$ cat config.mk
export PLATFORM = sky130hd
export DESIGN_NAME = mem_access_ctrl
export DESIGN_NICKNAME = d
export VERILOG_FILES = /design/src/rtl/mem_access_ctrl.sv
export SDC_FILE = /design/constraint.sdc
export NUM_CORES = 1
export LEC_CHECK = 0
export CORE_UTILIZATION = 35
export DETAILED_ROUTE_END_ITERATION = 8
export PLACE_DENSITY = 0.66
export SLEW_MARGIN = 20
export SYNTH_ARGS = -nofsm -noshare
export SYNTH_HDL_FRONTEND = slang
export SYNTH_SLANG_ARGS = --single-unit
$ cat constraint.sdc
create_clock -name CLK -period 4.6 [get_ports CLK]
set_clock_uncertainty 0.05 [all_clocks]
set_input_delay 0.46 -clock CLK [delete_from_list [all_inputs] [get_ports CLK]]
set_output_delay 0.46 -clock CLK [all_outputs]
set_load 0.02 [all_outputs]
$ cat src/rtl/mem_access_ctrl.sv
// Load/store initiator for a word-addressed, single-lane-select data memory.
// Optional STORE_READBACK_EN adds a VERIFY state that reads back stored lanes.
module mem_access_ctrl #(
    parameter int ADDR_W = 10
) (
    input  logic              CLK,
    input  logic              rst_n,
    input  logic              req,
    input  logic              we,
    input  logic [2:0]        op,
    input  logic [31:0]       addr,
    input  logic [31:0]       wdata,
    output logic              busy,
    output logic              done,
    output logic              fault,
    output logic [31:0]       rdata,
    output logic [ADDR_W-1:0] mem_Addr,
    output logic [31:0]       mem_Din,
    output logic              mem_MemWrite,
    output logic [3:0]        mem_sel,
    input  logic [31:0]       mem_Dout
);

`ifdef STORE_READBACK_EN
    typedef enum logic [2:0] {IDLE, WR_LO, WR_HI, RD, VERIFY} state_t;
`else
    typedef enum logic [2:0] {IDLE, WR_LO, WR_HI, RD} state_t;
`endif

    state_t      state, state_d;
    logic        done_d, fault_d;
    logic [2:0]  op_q;
    logic [1:0]  addr_q;
    logic [31:0] wdata_q;
    logic        illegal, misaligned;
    logic [7:0]  ld_byte;
    logic [15:0] ld_half;
    logic [31:0] load_val;
    logic        unused_addr_bits;

    assign unused_addr_bits = ^addr[31:ADDR_W+2];

    function automatic logic [3:0] lane(input logic [1:0] idx);
        lane = 4'b0001 << idx;
    endfunction

    assign illegal    = (op == 3'b011) || (op == 3'b110) || (op == 3'b111) || (we && op[2]);
    assign misaligned = ((op[1:0] == 2'b01) && addr[0]) || ((op[1:0] == 2'b10) && (addr[1:0] != 2'b00));
    assign busy       = (state != IDLE);

    always_comb begin
        ld_byte = mem_Dout[7:0];
        case (addr_q)
            2'd1:    ld_byte = mem_Dout[15:8];
            2'd2:    ld_byte = mem_Dout[23:16];
            2'd3:    ld_byte = mem_Dout[31:24];
            default: ld_byte = mem_Dout[7:0];
        endcase
        ld_half = addr_q[1] ? mem_Dout[31:16] : mem_Dout[15:0];
        case (op_q)
            3'b000:  load_val = {{24{ld_byte[7]}}, ld_byte};
            3'b100:  load_val = {24'd0, ld_byte};
            3'b001:  load_val = {{16{ld_half[15]}}, ld_half};
            3'b101:  load_val = {16'd0, ld_half};
            default: load_val = mem_Dout;
        endcase
    end

`ifdef STORE_READBACK_EN
    // Lanes touched by the store and the data each lane should now hold.
    logic [3:0]  vmask;
    logic [31:0] vexp, vmask32;

    always_comb begin
        vmask   = 4'b1111;
        vexp    = wdata_q;
        vmask32 = '0;
        case (op_q[1:0])
            2'b00: begin
                vmask = lane(addr_q);
                vexp  = {4{wdata_q[7:0]}};
            end
            2'b01: begin
                vmask = addr_q[1] ? 4'b1100 : 4'b0011;
                vexp  = {2{wdata_q[15:0]}};
            end
            default: ;
        endcase
        for (int i = 0; i < 4; i++) vmask32[8*i +: 8] = {8{vmask[i]}};
    end
`endif

    always_comb begin
        state_d      = state;
        done_d       = 1'b0;
        fault_d      = 1'b0;
        mem_MemWrite = 1'b0;
        mem_sel      = 4'b0000;
        mem_Din      = 32'd0;
        case (state)
            IDLE: begin
                if (req) begin
                    if (illegal || misaligned) begin
                        done_d  = 1'b1;
                        fault_d = 1'b1;
                    end else begin
                        state_d = we ? WR_LO : RD;
                    end
                end
            end
            WR_LO: begin
                mem_MemWrite = 1'b1;
                mem_Din      = {4{wdata_q[7:0]}};
                case (op_q[1:0])
                    2'b10: begin
                        mem_sel = 4'b1111;
                        mem_Din = wdata_q;
                    end
                    2'b01:   mem_sel = lane({addr_q[1], 1'b0});
                    default: mem_sel = lane(addr_q);
                endcase
                if (op_q[1:0] == 2'b01) begin
                    state_d = WR_HI;
                end else begin
`ifdef STORE_READBACK_EN
                    state_d = VERIFY;
`else
                    state_d = IDLE;
                    done_d  = 1'b1;
`endif
                end
            end
            WR_HI: begin
                mem_MemWrite = 1'b1;
                mem_sel      = lane({addr_q[1], 1'b1});
                mem_Din      = {4{wdata_q[15:8]}};
`ifdef STORE_READBACK_EN
                state_d = VERIFY;
`else
                state_d = IDLE;
                done_d  = 1'b1;
`endif
            end
            RD: begin
                state_d = IDLE;
                done_d  = 1'b1;
            end
`ifdef STORE_READBACK_EN
            VERIFY: begin
                state_d = IDLE;
                done_d  = 1'b1;
                fault_d = |((mem_Dout ^ vexp) & vmask32);
            end
`endif
            default: state_d = IDLE;
        endcase
    end

    // mem_Addr only moves for accepted, non-faulting requests so it holds between accesses.
    always_ff @(posedge CLK or negedge rst_n) begin
        if (!rst_n) begin
            state    <= IDLE;
            done     <= 1'b0;
            fault    <= 1'b0;
            rdata    <= 32'd0;
            mem_Addr <= '0;
            op_q     <= 3'd0;
            addr_q   <= 2'd0;
            wdata_q  <= 32'd0;
        end else begin
            state <= state_d;
            done  <= done_d;
            fault <= fault_d;
            if (state == IDLE && req) begin
                op_q    <= op;
                addr_q  <= addr[1:0];
                wdata_q <= wdata;
                if (!(illegal || misaligned)) mem_Addr <= addr[ADDR_W+1:2];
            end
            if (state == RD) rdata <= load_val;
        end
    end

endmodule

==> results.ini, run 1 <==
[worst_setup_path]
cp.required_ns=4.09
cpMaxStageDelayCell=clkdlybuf4s50_1
worstSetupPathType=register to output port
worst_ep_arrival_time_ns=3.03
setup.worst_path.end_class=output port
crit_fanout=20
critical_path.top_delay_family=buffers and inverters
max_stage_delay_ns=0.67
crit_path_start_kind=register
crit_chain=inv_1, ha_1, nand2_1, o21ai_0, clkdlybuf4s50_1
critPathBufInv=2

[placement]
post_dp_cell_area_um2=6143
hpwl_um=9204
dp_cells=764
portBuffers=164
dpl_worst_slack_ns=1.501
routabilityCongestion=0.8390

[final_layout]
mostFrequentLayoutCell=clkdlybuf4s50_1
syn_to_final_growth_pct=45.85
regArea_um2=2077
stdcell_count=779
nets=714
fill_cells=1130
stdcell_area_um2=6460
multiInputGateArea_um2=2153
drive_gt1_share_pct=14.08
diodes=0
final_cell_mix=clkdlybuf4s50_1 (163), nand2_1 (102), dfrtp_1 (83)
final_util_pct=53.12

[sta]
slew-limit-headroom_pct=30.52
rsz0062_at_grt=no
worst_pin_slew_ns=1.042
setup_viol=0
holdWs_ns=0.1308
finalCritPeriodShare_pct=77.01
fin_ws_ns=1.057
setup_tns_ns=0
hold_viol_final=0
fmax_mhz=282.3
period_minus_slack_ns=3.543
finalMaxSlewViolations=0

[die]
dieArea_um2=13110
core_um2=12160
std_cell_rows=40
ioPinCount=185
initial_utilization_pct=36.42
die_h_um=114.5
dieWidth_um=114.5

[clock_tree]
cts_max_level=3
clock_latency_ns=0.34
ctsResizeCount=0
cts_setup_buffers=0
ctsRootBufferMaster=clkbuf_16
clock_sinks=83
clk_pin_slew_ns=0.06
cts_hold_buf=0
cts_inserted_buffers=9
tritoncts=yes
clock_path_buffers=2

[global_route]
grt_pass1_vias=3929
grt_start_max_net_pins=84
grt_usage_pct=20.79
antenna_found_initial=0
grt_pass1_wl_um=20690
grt.overflow.total=0

[flow_run]
max_cap_viol_count=0

[power_and_ir_drop]
sequentialPowerShare_pct=29.9
ir_drop_mv=0.3506
power.internal_mw=2.757
power_frac_comb_pct=53.9
finalPower_mw=4.653
swShare_pct=40.74
p_sw_mw=1.895
power_density_nw_per_um2=720.2
leakagePower_nw=2.625
pwr-share-clk_pct=16.2

[routing]
drc=0
drt_iter0_drc=311
vias=3927
finalWirelength_um=13130
wire_per_inst_um=16.85
dr.pass1.iters=4
vias_per_cell=5.041
drtAntennaViolNets=0

[logic_synthesis]
ys_seq_area_share_pct=46.89
synth_cell_type_count=42
synthArstFlopShare_pct=100.0
syn_avg_cell_area_um2=9.587
yosys_most_used_dff=dfrtp_1
ys.warnings.count=0
synth_area_um2=4429
ys_ff_latch=83
synth_edf_count=0
synth_fp_nets=569
syn_inst=462

[hold_path]
hp-class=primary input to async pin

[run_status]
status=complete, no violations

Yosys cell counts, types with 3 or more instances:
master / number / share of area [%]
nor2_1: 12 / 1.0
a21oi_1: 33 / 3.7
ha_1: 4 / 1.1
o21ai_0: 50 / 5.6
and3_1: 5 / 0.71
inv_1: 11 / 0.93
o221ai_1: 5 / 0.99
a21boi_0: 8 / 1.4
buf_2: 14 / 1.6
dfrtp_1: 83 / 47
o22ai_1: 4 / 0.56
nand2_1: 102 / 8.6
nand3_1: 5 / 0.56
and2_1: 10 / 1.4
nor2b_1: 11 / 1.6
nand3b_1: 6 / 1.0
mux2_2: 54 / 14
nand2b_1: 3 / 0.42
clkbuf_1: 15 / 1.3
kinds of logic (layout without fill, tap and decap cells):
group | after synthesis | in the layout | synth area share, %
adder cells (fa/ha/maj) | 4 | 4 | 1.130
AO/OA/AOI/OAI | 113 | 113 | 15.71
multiplexers | 57 | 57 | 14.80
buffers and inverters | 44 | 193 | 4.548
AND/OR/NAND/NOR | 161 | 161 | 16.92
flip-flops | 83 | 83 | 46.89
area by class of cell:
class | instances | area share, %
clock buffer | 12 | 4.126
clock inverter | 3 | 0.7166
inverter | 11 | 0.6392
multi-input combinational | 335 | 33.33
sequential | 83 | 32.15
tap | 168 | 3.254
timing repair buffer | 167 | 25.78
worst reg2reg max path: cells and delay by family, from the launching register on:
kind | cells | cell delay [ns]
multiplexers | 1 | 0.38
adder cells (fa/ha/maj) | 1 | 0.26
buffers and inverters | 2 | 0.48
flip-flops | 1 | 0.40
AND/OR/NAND/NOR | 1 | 0.74
power by group through the flow:
stage | Sequential, mW | Clock, mW | Combinational, mW
2_1_floorplan | 1.52 | 0 | 1.35
3_3_place_gp | 1.38 | 0 | 2.47
3_5_place_dp | 1.41 | 0 | 2.50
4_1_cts | 1.39 | 0.776 | 2.52
5_1_grt | 1.45 | 0.807 | 2.71
6_report | 1.39 | 0.753 | 2.51
per-layer routing:
| metal | vias up | part of all wire, % | GRT usage, % |
|---|---|---|---|
| met4 | 0 | 0.79 | 5.714 |
| met3 | 10 | 11 | 8.735 |
| met1 | 1857 | 42 | 25.86 |
| met2 | 179 | 46 | 33.09 |
| met5 | - | 0 | 0 |
| li1 | 1881 | - | - |
path summary, 6_finish.rpt:
path,cells after the start,endpoint,slack (ns),from
max,5,mem_Din[23],1.06,state[1]$_DFFE_PN0P_
min,1,rdata[8]$_DFFE_PN0P_,0.13,rst_n
max reg2reg,5,wdata_q[19]$_DFFE_PN0P_,2.17,state[0]$_DFFE_PN0P_
min reg2reg,2,rdata[30]$_DFFE_PN0P_,0.45,rdata[30]$_DFFE_PN0P_
max in group asynchronous,1,mem_Addr[0]$_DFFE_PN0P_,3.85,rst_n
min in group CLK,2,rdata[30]$_DFFE_PN0P_,0.45,rdata[30]$_DFFE_PN0P_
sequential cells by signal, summed over array words and instances (netlist names):
name / flops
state: 2
rdata: 32
mem_Addr: 10
wdata_q: 32
op_q: 3
fault: 1
addr_q: 2
done: 1
Power figures use the tool's default switching activity.
==> inputs of run 2 (changes only) <==
--- a/config.mk
+++ b/config.mk
@@ -7,7 +7,7 @@
 export LEC_CHECK = 0
 export CORE_UTILIZATION = 35
 export DETAILED_ROUTE_END_ITERATION = 8
-export PLACE_DENSITY = 0.66
+export PLACE_DENSITY = 0.68
 export SLEW_MARGIN = 20
 export SYNTH_ARGS = -nofsm -noshare
 export SYNTH_HDL_FRONTEND = slang
==> constraint.sdc (replaced) <==
create_clock -name CLK -period 3.05 [get_ports CLK]
set_clock_uncertainty 0.05 [all_clocks]
set_input_delay 0.305 -clock CLK [delete_from_list [all_inputs] [get_ports CLK]]
set_output_delay 0.305 -clock CLK [all_outputs]
set_load 0.02 [all_outputs]
==> results.ini, run 2 (synthesized netlist as in run 1, its figures left out) <==
[placement]
routabilityCongestion=0.8340  ; was 0.8390
hpwl_um=9418  ; was 9204 um
portBuffers=164  ; unchanged

[power_and_ir_drop]
leakagePower_nw=2.665  ; was 2.625 nW
ir_drop_mv=0.5273  ; was 0.3506 mV
swShare_pct=41.14  ; was 40.74%
p_sw_mw=2.913  ; was 1.895 mW
pwr-share-clk_pct=15.4  ; was 16.2%
finalPower_mw=7.081  ; was 4.653 mW
power.internal_mw=4.168  ; was 2.757 mW
power_density_nw_per_um2=1087  ; was 720.2 nW/um2
sequentialPowerShare_pct=29.2  ; was 29.9%
power_frac_comb_pct=55.4  ; was 53.9%

[run_status]
violations=hold timing
status=finished with violations  ; was complete, no violations

[global_route]
grt_pass1_wl_um=20510  ; was 20690 um
grt_usage_pct=20.59  ; was 20.79%
grt_pass1_vias=4038  ; was 3929
antenna_found_initial=0  ; unchanged
grt_start_max_net_pins=84  ; unchanged
grt.overflow.total=0  ; unchanged

[final_layout]
mostFrequentLayoutCell=clkdlybuf4s50_1  ; unchanged
final_cell_mix=clkdlybuf4s50_1 (163), nand2_1 (101), dfrtp_1 (83)  ; was clkdlybuf4s50_1 (163), nand2_1 (102), dfrtp_1 (83)
syn_to_final_growth_pct=47.12  ; was 45.85%
regArea_um2=2077  ; unchanged
fill_cells=1121  ; was 1130
top_regs=rdata (32), wdata_q (32), mem_Addr (10)  ; unchanged
nets=721  ; was 714
multiInputGateArea_um2=2163  ; was 2153 um2
diodes=0  ; unchanged
drive_gt1_share_pct=15.51  ; was 14.08%

[clock_tree]
cts_max_level=3  ; unchanged
clock_sinks=83  ; unchanged
clock_path_buffers=2  ; unchanged
tritoncts=yes  ; unchanged
cts_inserted_buffers=9  ; unchanged
cts_setup_buffers=0  ; unchanged
clock_latency_ns=0.35  ; was 0.34 ns
ctsRootBufferMaster=clkbuf_16  ; unchanged
clk_pin_slew_ns=0.06  ; about the same

[sta]
worst_pin_slew_ns=0.8198  ; was 1.042 ns
holdWs_ns=-0.07600  ; was 0.1308 ns
slew-limit-headroom_pct=45.35  ; was 30.52%
hold_viol_final=36  ; was 0
rsz0062_at_grt=no  ; unchanged
finalCritPeriodShare_pct=95.13
period_minus_slack_ns=2.901
finalMaxSlewViolations=0  ; unchanged
setup_tns_ns=0  ; unchanged
fmax_mhz=344.7
setup_viol=0  ; unchanged

[die]
std_cell_rows=40  ; unchanged
die_h_um=114.5  ; unchanged
ioPinCount=185  ; unchanged
core_um2=12160  ; unchanged
initial_utilization_pct=36.42  ; unchanged
dieArea_um2=13110  ; unchanged
dieWidth_um=114.5  ; unchanged

[routing]
vias_per_cell=5.119  ; was 5.041
dr.pass1.iters=4  ; unchanged
drt_iter0_drc=365  ; was 311
wire_per_inst_um=16.69  ; was 16.85 um
drtAntennaViolNets=0  ; unchanged
drc=0  ; unchanged
finalWirelength_um=13130  ; about the same
vias=4029  ; was 3927

[worst_setup_path]
worst_ep_arrival_time_ns=2.55  ; was 3.03 ns
cp.required_ns=2.69  ; was 4.09 ns
setup.worst_path.end_class=output port  ; unchanged
critPathLaunch=state[0]$_DFFE_PN0P_  ; was state[1]$_DFFE_PN0P_
rr_startpoint=state[0]$_DFFE_PN0P_  ; unchanged
crit_path_start_kind=register  ; unchanged
crit_fanout=8  ; was 20
worstSetupPathType=register to output port  ; unchanged

[flow_run]
max_cap_viol_count=0  ; unchanged

[hold_path]
hp-class=primary input to async pin  ; unchanged

==> run 2: cell types whose count changed in the layout (fill, tap and decap cells not counted), sizes merged <==
cell,previous run,this run
clkinvlp,1,2
clkbuf,12,9
clkinv,1,4
buf,4,11
==> run 2: cell type report <==
| cell class | count | share of cell area, % |
|---|---|---|
| clock buffers | 9 | 3.456 |
| clock inverters | 7 | 1.056 |
| inverters | 11 | 0.6336 |
| multi-input cells | 335 | 33.20 |
| flip-flops and latches | 83 | 31.87 |
| well taps | 168 | 3.226 |
| repair buffers | 174 | 26.56 |
==> run 2: power by group through the flow <==
stage | logic [mW] | clock network (mW) | registers (mW)
finish | 3.92 | 1.09 | 2.07
global placement | 3.86 | 0 | 2.05
global route | 4.24 | 1.17 | 2.14
floorplan | 2.04 | 0 | 2.30
CTS | 3.93 | 1.13 | 2.07
detailed placement | 3.91 | 0 | 2.08
==> run 2: metrics by stage <==
step / utilization, % / std cells / setup slack [ns] / instance area [um2]
2_1_floorplan: - / 462 / 0.8825 / 4429
3_3_place_gp: 51.05 / 771 / 0.4142 / 6208
3_5_place_dp: 51.05 / 771 / 0.3174 / 6208
4_1_cts: 53.49 / 787 / 0.01192 / 6505
5_1_grt: 53.58 / 787 / 0.02728 / 6516
6_report: 53.58 / 787 / 0.1486 / 6516
==> run 2: critical path: stages, from the launching register on <==
cell	delay [ns]
dfrtp_1	0.41
inv_1	0.08
ha_1	0.47
and2_1	0.40
nand2_1	0.12
nand2_1	0.11
clkdlybuf4s50_1	0.60
==> run 2: repair_timing <==
item | 4_1_cts | 5_1_grt
endpoints found under the setup margin | 6 | 25
hold buffers | 0 | 0
gates resized for setup | 1 | 3
cloned | 0 | 0
==> run 2: layer usage <==
layer | vias up | routed length (um) | track usage [%]
li1 | 1893 | - | -
met1 | 1937 | 5495 | 24.99
met2 | 183 | 6015 | 32.93
met3 | 16 | 1445 | 7.623
met4 | 0 | 178 | 8.571
met5 | - | 0 | 0
==> run 2: worst paths after layout <==
check,endpoint,slack (ns),cells past startpoint
max in group asynchronous,wdata_q[7]$_DFFE_PN0P_,2.41,1
setup reg to reg,wdata_q[20]$_DFFE_PN0P_,1.03,5
hold reg to reg,mem_Addr[5]$_DFFE_PN0P_,0.46,1
setup / recovery,mem_Din[1],0.15,6
hold / removal,rdata[3]$_DFFE_PN0P_,-0.08,1
min in group CLK,mem_Addr[5]$_DFFE_PN0P_,0.46,1
==> inputs of run 3 (changes only) <==
--- a/config.mk
+++ b/config.mk
@@ -5,9 +5,9 @@
 export SDC_FILE = /design/constraint.sdc
 export NUM_CORES = 1
 export LEC_CHECK = 0
-export CORE_UTILIZATION = 35
+export CORE_UTILIZATION = 43
 export DETAILED_ROUTE_END_ITERATION = 8
-export PLACE_DENSITY = 0.68
+export PLACE_DENSITY = 0.79
 export SLEW_MARGIN = 20
 export SYNTH_ARGS = -nofsm -noshare
 export SYNTH_HDL_FRONTEND = slang
==> constraint.sdc (replaced) <==
create_clock -name CLK -period 2.9 [get_ports CLK]
set_clock_uncertainty 0.05 [all_clocks]
set_input_delay 0.29 -clock CLK [delete_from_list [all_inputs] [get_ports CLK]]
set_output_delay 0.29 -clock CLK [all_outputs]
set_load 0.02 [all_outputs]
==> results.ini, run 3 (synthesized netlist as in run 1, its figures left out) <==
[die]
core_um2=9864  ; was 12160 um2
initial_utilization_pct=44.90  ; was 36.42%
dieArea_um2=10710  ; was 13110 um2
std_cell_rows=36  ; was 40
dieWidth_um=103.5  ; was 114.5 um
die_h_um=103.5  ; was 114.5 um
ioPinCount=185  ; unchanged

[global_route]
grt_usage_pct=24.31  ; was 20.59%
grt_start_max_net_pins=84  ; unchanged
grt_pass1_vias=4051  ; was 4038
grt_pass1_wl_um=19580  ; was 20510 um
antenna_found_initial=0  ; unchanged
grt.overflow.total=0  ; unchanged

[worst_setup_path]
r2r_slack_ns=0.84  ; was 1.03 ns
crit_path_start_kind=register  ; unchanged
worst_ep_arrival_time_ns=2.39  ; was 2.55 ns
critPathBufInv=2  ; unchanged
max_stage_delay_ns=0.64  ; was 0.60 ns
setup.worst_path.end_class=output port  ; unchanged
cpMaxStageDelayCell=clkdlybuf4s50_1  ; unchanged
rr_startpoint=state[0]$_DFFE_PN0P_  ; unchanged
critical_path.top_delay_family=buffers and inverters  ; unchanged
cp.required_ns=2.56  ; was 2.69 ns
crit_fanout=9  ; was 8
crit_chain=inv_1, ha_2, and2_4, nand2_1, o21ai_0, clkdlybuf4s50_1  ; was inv_1, ha_1, and2_1, nand2_1, nand2_1, clkdlybuf4s50_1
worstSetupPathType=register to output port  ; unchanged
critPathLaunch=state[1]$_DFFE_PN0P_  ; was state[0]$_DFFE_PN0P_

[final_layout]
nets=722  ; was 721
top_regs=rdata (32), wdata_q (32), mem_Addr (10)  ; unchanged
diodes=0  ; unchanged
drive_gt1_share_pct=15.97  ; was 15.51%
syn_to_final_growth_pct=44.97  ; was 47.12%
mostFrequentLayoutCell=clkdlybuf4s50_1  ; unchanged
final_cell_mix=clkdlybuf4s50_1 (158), nand2_1 (101), dfrtp_1 (83)  ; was clkdlybuf4s50_1 (163), nand2_1 (101), dfrtp_1 (83)

[power_and_ir_drop]
leakagePower_nw=2.717  ; was 2.665 nW
power_density_nw_per_um2=1122  ; was 1087 nW/um2
ir_drop_mv=0.5597  ; was 0.5273 mV
p_sw_mw=2.994  ; was 2.913 mW
swShare_pct=41.54  ; was 41.14%
pwr-share-clk_pct=13.0  ; was 15.4%
sequentialPowerShare_pct=29.9  ; was 29.2%
power_frac_comb_pct=57.1  ; was 55.4%
power.internal_mw=4.213  ; was 4.168 mW

[sta]
hold_viol_final=0  ; was 36
period_minus_slack_ns=2.727
worst_pin_slew_ns=0.7658  ; was 0.8198 ns
fin_ws_ns=0.1725  ; was 0.1486 ns
fmax_mhz=366.6
rsz0062_at_grt=no  ; unchanged
finalCritPeriodShare_pct=94.05
setup_viol=0  ; unchanged
finalMaxSlewViolations=0  ; unchanged
setup_tns_ns=0  ; unchanged
slew-limit-headroom_pct=48.94  ; was 45.35%

[clock_tree]
clock_latency_ns=0.36  ; was 0.35 ns
ctsRootBufferMaster=clkbuf_8  ; was clkbuf_16
clock_sinks=83  ; unchanged
cts_setup_buffers=0  ; unchanged
clk_pin_slew_ns=0.09  ; was 0.06 ns
clock_path_buffers=2  ; unchanged
cts_inserted_buffers=9  ; unchanged
cts_max_level=3  ; unchanged
tritoncts=yes  ; unchanged

[routing]
vias=4017  ; was 4029
drc=0  ; unchanged
finalWirelength_um=12670  ; was 13130 um
vias_per_cell=5.335  ; was 5.119
drtAntennaViolNets=0  ; unchanged
drt_iter0_drc=141  ; was 365
dr.pass1.iters=5  ; was 4
wire_per_inst_um=16.83  ; was 16.69 um

[hold_path]
min_from=rdata[31]$_DFFE_PN0P_
hp-class=register to register  ; was primary input to async pin

[placement]
hpwl_um=9114  ; was 9418 um
routabilityCongestion=0.8544  ; was 0.8340
dpl_worst_slack_ns=0.2254  ; was 0.3174 ns
portBuffers=164  ; unchanged

[flow_run]
max_cap_viol_count=0  ; unchanged

[run_status]
status=complete, no violations  ; was finished with violations

run 3: path summary, 6_finish.rpt:
kind                            depth (start not counted)                 endpoint
max in group asynchronous                               2  wdata_q[15]$_DFFE_PN0P_
worst max-delay path                                    6              mem_Din[27]
worst min-delay path                                    2    rdata[31]$_DFFE_PN0P_
worst max register to register                          4    rdata[22]$_DFFE_PN0P_
min in group asynchronous                               2     rdata[3]$_DFFE_PN0P_
worst min register to register                          2    rdata[31]$_DFFE_PN0P_
run 3: worst reg2reg max path: stages (launching register included):
cell and delay, ns:
dfrtp_1 0.42, ha_2 0.60, nor2b_1 0.43, o2111ai_4 0.36
nand2_1 0.15
run 3: stage by stage:
step	hold WS [ns]	util [%]	power, mW	std cells	instance area (um2)
floorplan	-0.05559	-	4.562	462	4429
global placement	0.4338	62.37	6.146	736	6152
detailed placement	0.4360	62.37	6.246	736	6152
CTS	0.1036	64.70	7.220	752	6382
global route	0.4759	65.09	7.680	753	6421
finish	0.4588	65.09	7.207	753	6421
run 3: what timing repair did:
item                       4_1_cts  5_1_grt
resized for setup                2       10
hold endpoints to repair         0       10
hold buffers                     0        1
setup endpoints to repair       28       28
run 3: power by group through the flow:
stage          clock [mW]  sequential, mW  combinational [mW]
3_5_place_dp            0            2.17                4.08
5_1_grt              1.01            2.22                4.45
6_report            0.938            2.16                4.11
2_1_floorplan           0            2.42                2.14
3_3_place_gp            0            2.13                4.01
4_1_cts             0.961            2.15                4.11
run 3: cell type report:
cell class / count / area [um2]
Tap cell: 133 / 166.4
Timing Repair Buffer: 175 / 1740
Clock buffer: 10 / 137.6
Fill cell: 802 / 3443
Sequential cell: 83 / 2077
Clock inverter: 6 / 88.84
Inverter: 11 / 41.29
Multi-Input combinational cell: 335 / 2170
run 3: layer usage:
layer / vias to the layer above / part of all wire [%] / track usage [%]
met3: 15 / 10 / 8.266
met5: - / 0 / 0
met4: 0 / 1.2 / 9.317
li1: 1895 / - / -
met2: 163 / 48 / 41.42
met1: 1944 / 41 / 28.30
